## config.mk

```make
export PLATFORM = sky130hd
export DESIGN_NAME = conv_stream_framer
export DESIGN_NICKNAME = d
export VERILOG_FILES = /design/src/rtl/conv_stream_framer.sv
export SDC_FILE = /design/constraint.sdc
export NUM_CORES = 1
export LEC_CHECK = 0
export CAP_MARGIN = 5
export CORE_AREA = 2 2 88 90
export CTS_CLUSTER_DIAMETER = 200
export DETAILED_ROUTE_END_ITERATION = 10
export DIE_AREA = 0 0 90 92
export GPL_ROUTABILITY_DRIVEN = 1
export GPL_TIMING_DRIVEN = 0
export PLACE_DENSITY = 0.95
export SLEW_MARGIN = 20
export SYNTH_ARGS = -nofsm -noshare
export SYNTH_HDL_FRONTEND = slang
export SYNTH_SLANG_ARGS = --single-unit
```

## constraint.sdc

```tcl
create_clock -name axis_clk -period 6 [get_ports axis_clk]
set_clock_uncertainty 0.15 [all_clocks]
set_input_delay 0.6 -clock axis_clk [delete_from_list [all_inputs] [get_ports axis_clk]]
set_output_delay 0.6 -clock axis_clk [all_outputs]
set_load 0.005 [all_outputs]
```

## src/rtl/conv_stream_framer.sv

```systemverilog
`default_nettype none
// ============================================================================
// Module  : conv_stream_framer
// Brief   : Re-frames the filtered pixel stream as AXI-Stream (user/last tags)
//           and admits exactly one frame per start command via a 2-entry skid.
// Rev     : 1.0  initial release
// ============================================================================
module conv_stream_framer #(
  parameter int PIXEL_SIZE    = 32,
  parameter int OUT_WIDTH     = 510,
  parameter int OUT_HEIGHT    = 510,
  parameter bit LAST_PER_LINE = 1'b0
) (
  input  logic                  axis_clk,
  input  logic                  axis_reset,
  input  logic                  i_start,
  input  logic                  i_s_data_valid,
  input  logic [PIXEL_SIZE-1:0] i_s_data,
  output logic                  o_s_ready,
  output logic                  o_m_data_valid,
  output logic [PIXEL_SIZE-1:0] o_m_data,
  output logic                  o_m_user,
  output logic                  o_m_last,
  input  logic                  i_m_ready,
  output logic                  o_busy,
  output logic                  o_frame_done
);

  localparam int COL_W   = (OUT_WIDTH > 1) ? $clog2(OUT_WIDTH) : 1;
  localparam int ROW_W   = (OUT_HEIGHT > 1) ? $clog2(OUT_HEIGHT) : 1;
  localparam int ENTRY_W = PIXEL_SIZE + 2;

  localparam logic [COL_W-1:0] COL_MAX = COL_W'(OUT_WIDTH - 1);
  localparam logic [ROW_W-1:0] ROW_MAX = ROW_W'(OUT_HEIGHT - 1);

  localparam logic [1:0] ST_IDLE  = 2'd0;
  localparam logic [1:0] ST_RUN   = 2'd1;
  localparam logic [1:0] ST_DRAIN = 2'd2;

  logic [1:0]         state;
  logic [1:0]         state_next;
  logic [1:0]         occ;
  logic [COL_W-1:0]   col;
  logic [ROW_W-1:0]   row;
  logic [ENTRY_W-1:0] head;
  logic [ENTRY_W-1:0] tail;
  logic [ENTRY_W-1:0] in_entry;
  logic               s_ready_int;
  logic               accept;
  logic               pop;
  logic               at_col_end;
  logic               at_row_end;
  logic               beat_user;
  logic               beat_last;
  logic               frame_done_q;

  // Ready is built purely from registered state so it never sees i_m_ready.
  assign s_ready_int = (state == ST_RUN) && (occ != 2'd2);
  assign accept      = i_s_data_valid && s_ready_int;
  assign pop         = (occ != 2'd0) && i_m_ready;
  assign at_col_end  = (col == COL_MAX);
  assign at_row_end  = (row == ROW_MAX);
  assign beat_user   = (col == '0) && (row == '0);

  generate
    if (LAST_PER_LINE) begin : g_last_per_line
      assign beat_last = at_col_end;
    end else begin : g_last_per_frame
      assign beat_last = at_col_end && at_row_end;
    end
  endgenerate

  // Entry layout: {user, last, pixel}
  assign in_entry = {beat_user, beat_last, i_s_data};

  always_ff @(posedge axis_clk) begin
    if (axis_reset) begin
      state        <= ST_IDLE;
      frame_done_q <= 1'b0;
    end else begin
      state        <= state_next;
      frame_done_q <= (state == ST_DRAIN) && (state_next == ST_IDLE);
    end
  end

  always_comb begin
    state_next = state;
    case (state)
      ST_IDLE: begin
        if (i_start) state_next = ST_RUN;
      end
      ST_RUN: begin
        if (accept && at_col_end && at_row_end) state_next = ST_DRAIN;
      end
      ST_DRAIN: begin
        // Leave as soon as the last buffered beat is handed downstream.
        if ((occ == 2'd0) || ((occ == 2'd1) && pop)) state_next = ST_IDLE;
      end
      default: state_next = ST_IDLE;
    endcase
  end

  always_comb begin
    o_s_ready      = s_ready_int;
    o_busy         = (state == ST_RUN) || (state == ST_DRAIN);
    o_frame_done   = frame_done_q;
    o_m_data_valid = (occ != 2'd0);
    o_m_data       = head[PIXEL_SIZE-1:0];
    o_m_last       = head[PIXEL_SIZE];
    o_m_user       = head[PIXEL_SIZE+1];
  end

  always_ff @(posedge axis_clk) begin
    if (axis_reset) begin
      col <= '0;
      row <= '0;
    end else if ((state == ST_IDLE) && i_start) begin
      col <= '0;
      row <= '0;
    end else if (accept) begin
      if (at_col_end) begin
        col <= '0;
        row <= at_row_end ? '0 : row + ROW_W'(1);
      end else begin
        col <= col + COL_W'(1);
      end
    end
  end

  // Head always feeds the output; it is left untouched when the buffer empties
  // so the output bus holds its last value.
  always_ff @(posedge axis_clk) begin
    if (axis_reset) begin
      occ  <= 2'd0;
      head <= '0;
      tail <= '0;
    end else begin
      case ({accept, pop})
        2'b10: begin
          if (occ == 2'd0) head <= in_entry;
          else             tail <= in_entry;
          occ <= occ + 2'd1;
        end
        2'b01: begin
          if (occ == 2'd2) head <= tail;
          occ <= occ - 2'd1;
        end
        2'b11: begin
          head <= in_entry;
        end
        default: begin
        end
      endcase
    end
  end

endmodule
`default_nettype wire

```

==> metrics.csv <==
metric,value,unit
status,completed,
synth_area,4020,um^2
p_leak,1.76,nW
fp.dieArea,8280,um^2
cts_hold_buf,0,
synth_ff_type,dfxtp_1,
synth_cell_types,41,
reg2reg_depth,11,
post_drt_via_cell_ratio,5.72,
grt_max_degree,16,
finalWorstPathRequiredPeriod,3770,ps
maxCapViolCount,0,
cts_resized,0,
crit_cells,11,
io_buffer_count,73,
crit_chain,inv_1 -> ha_1 -> nand3b_4 -> clkinv_1 -> ha_1 -> nor2b_1 -> clkbuf_1 -> nor3_1 -> clkbuf_1 -> buf_1 -> a211oi_1,
drive_gt1_frac,0.0417,
cts.htree.levels,3,
worstPathArrival,3850,ps
synth-edff-count,0,
synth_area_leaders,"dfxtp_1, mux2i_1, nand2_1, a211oi_1, a21oi_1",
fin_crit_sh,0.629,
fmax,265,MHz
floorplan.core_area,7450,um^2
grt_first_pass_wirelength,17300,um
route.vias.total,3735,
drt_first_pass_iters,5,
utilization,0.690,
grt_pass1_vias,3669,
synth_fa_ha_area_frac,0.0498,
grt.overflow.total,0,
grtUsageTotal,0.257,
drc_errors,0,
cts_buffers,9,
synth-simple-area-share,0.206,
yosysWarnings,0,
synth_common_cells,"dfxtp_1, nand2_1, nor2_1",
ioPinCount,75,
ys_seq_area_frac,0.453,
cp.buffers_inverters,5,
syn_area_per_cell,8.68,um^2
yosysTopAreaCell,dfxtp_1,
met3WireLength,594,um
antenna_left,0,
top_layer_used,met4,
cp-start-kind,flip-flop,
hold_class,flip-flop to flip-flop,
rsz0062_at_grt,no,
synth_most_common_cell,dfxtp_1,
stdcell_count,653,
placedCellCount,638,
ys_seq_elements,91,
slowest_delay,510,ps
crit_family,buffers and inverters,
clkLatencyLatePin,370,ps
fin_tns_setup,0,ps
fin_total_pwr,2.07,mW
dr_wl_met2,5360,um
initial_utilization,0.540,
synthesis.nets,516,
hold_ws,312,ps
diodes,0,
cts_tree,yes,
nNetsFinal,600,
critical_path_class,flip-flop to flip-flop,
die_y,92,um
met1_length,4290,um
cts_root_buf,clkbuf_8,
path_clk_slew,90,ps
synth_top_family_by_area,simple AND/OR/NAND/NOR gates,
hold_violations,0,
dp_hpwl,7390,um
synth_compound_area_frac,0.144,
antenna_found_initial,0,
clk_path_buf_depth,2,
wl_per_cell,16.1,um
end_kind,flip-flop,
die_x,90,um
power.density,402,nW/um^2
yosys-mux-area-fraction,0.0797,
syn_to_final_growth,27.9,%
drt-total-wl,10500,um
yosysTopAreaCellShare,0.453,
whs_path_depth,2,
critPathRequiredTime,6080,ps
ir_drop,0.000242,V
setup_viol,0,
synthCells,463,
cp_max_fo,11,
cts_setup_buffers,0,
synthArstFlopShare,0,
rows,32,
yosys.area_share.xor_xnor,0.0261,
tightest_slew,729,ps
maxSlewHeadroom,0.514,
cts_sinks,91,
finalMaxSlewViolations,0,
slowest_stage,nor3_1,
drt_iter0_markers,248,
gp_congestion,0.874,
==> sequential cells by signal, summed over array words and instances, names as in the netlist <==
signal        flops
head             34
occ               2
col               9
o_frame_done      1
tail             34
state             2
row               9
==> through the flow <==
step	worst slack [ps]	cell area, um^2
floorplan	3190	4020
CTS	2380	5140
global placement	2180	4880
finish	2230	5140
detailed placement	2050	4880
global route	2010	5140
==> cells in the final DEF, fill, tap and decap left out, drive strengths merged, types with 6 or more instances in the layout <==
cell	synthesis	routed
clkbuf	21	30
dfxtp	91	91
nand4	7	7
ha	16	16
clkdlybuf4s50	0	73
buf	8	8
mux2i	32	32
inv	11	12
nor2	48	48
a211oi	33	33
o31ai	6	6
nor3	7	7
xnor2	7	7
nand2	81	81
nand3	9	9
a21oi	46	46
==> per-layer routing <==
metal / vias to the layer above / track usage
met5: - / 0
met4: 0 / 0.113
met3: 39 / 0.0575
met2: 142 / 0.451
met1: 1785 / 0.303
li1: 1769 / -
==> layout make-up <==
cell class,instances,area (um^2)
flip-flops and latches,91,1820
clock inverters,6,138
well taps,102,128
clock buffers,9,124
multi-input cells,331,2030
inverters,12,45.0
fillers,547,2310
plain buffers,29,121
repair buffers,73,731
==> final timing paths <==
| path | start | end | slack, ps |
|---|---|---|---|
| max reg2reg | state[1] | head[12] | 2230 |
| min reg2reg | tail[31] | tail[31] | 310 |
| min | tail[31] | tail[31] | 310 |
| max | state[1] | head[12] | 2230 |
==> logic make-up (layout without fill, tap and decap cells) <==
group	after synthesis	count (layout)
AO/OA/AOI/OAI	92	92
XOR/XNOR	12	12
adder cells (fa/ha/maj)	16	16
buffers and inverters	41	129
flip-flops	91	91
multiplexers	32	32
AND/OR/NAND/NOR	179	179
==> power breakdown <==
| group | internal (mW) | switching (mW) |
|---|---|---|
| combinational | 0.372 | 0.369 |
| sequential | 0.719 | 0.0673 |
| clock | 0.319 | 0.222 |
==> worst reg2reg max path: stages (launching register included) <==
cell and delay (ps):
dfxtp_1 410, inv_1 100, ha_1 280, nand3b_4 190, clkinv_1 260, ha_1 300, nor2b_1 130, clkbuf_1 210
nor3_1 510, clkbuf_1 500, buf_1 440, a211oi_1 150
Note: power is estimated with default switching activity, not from simulation.
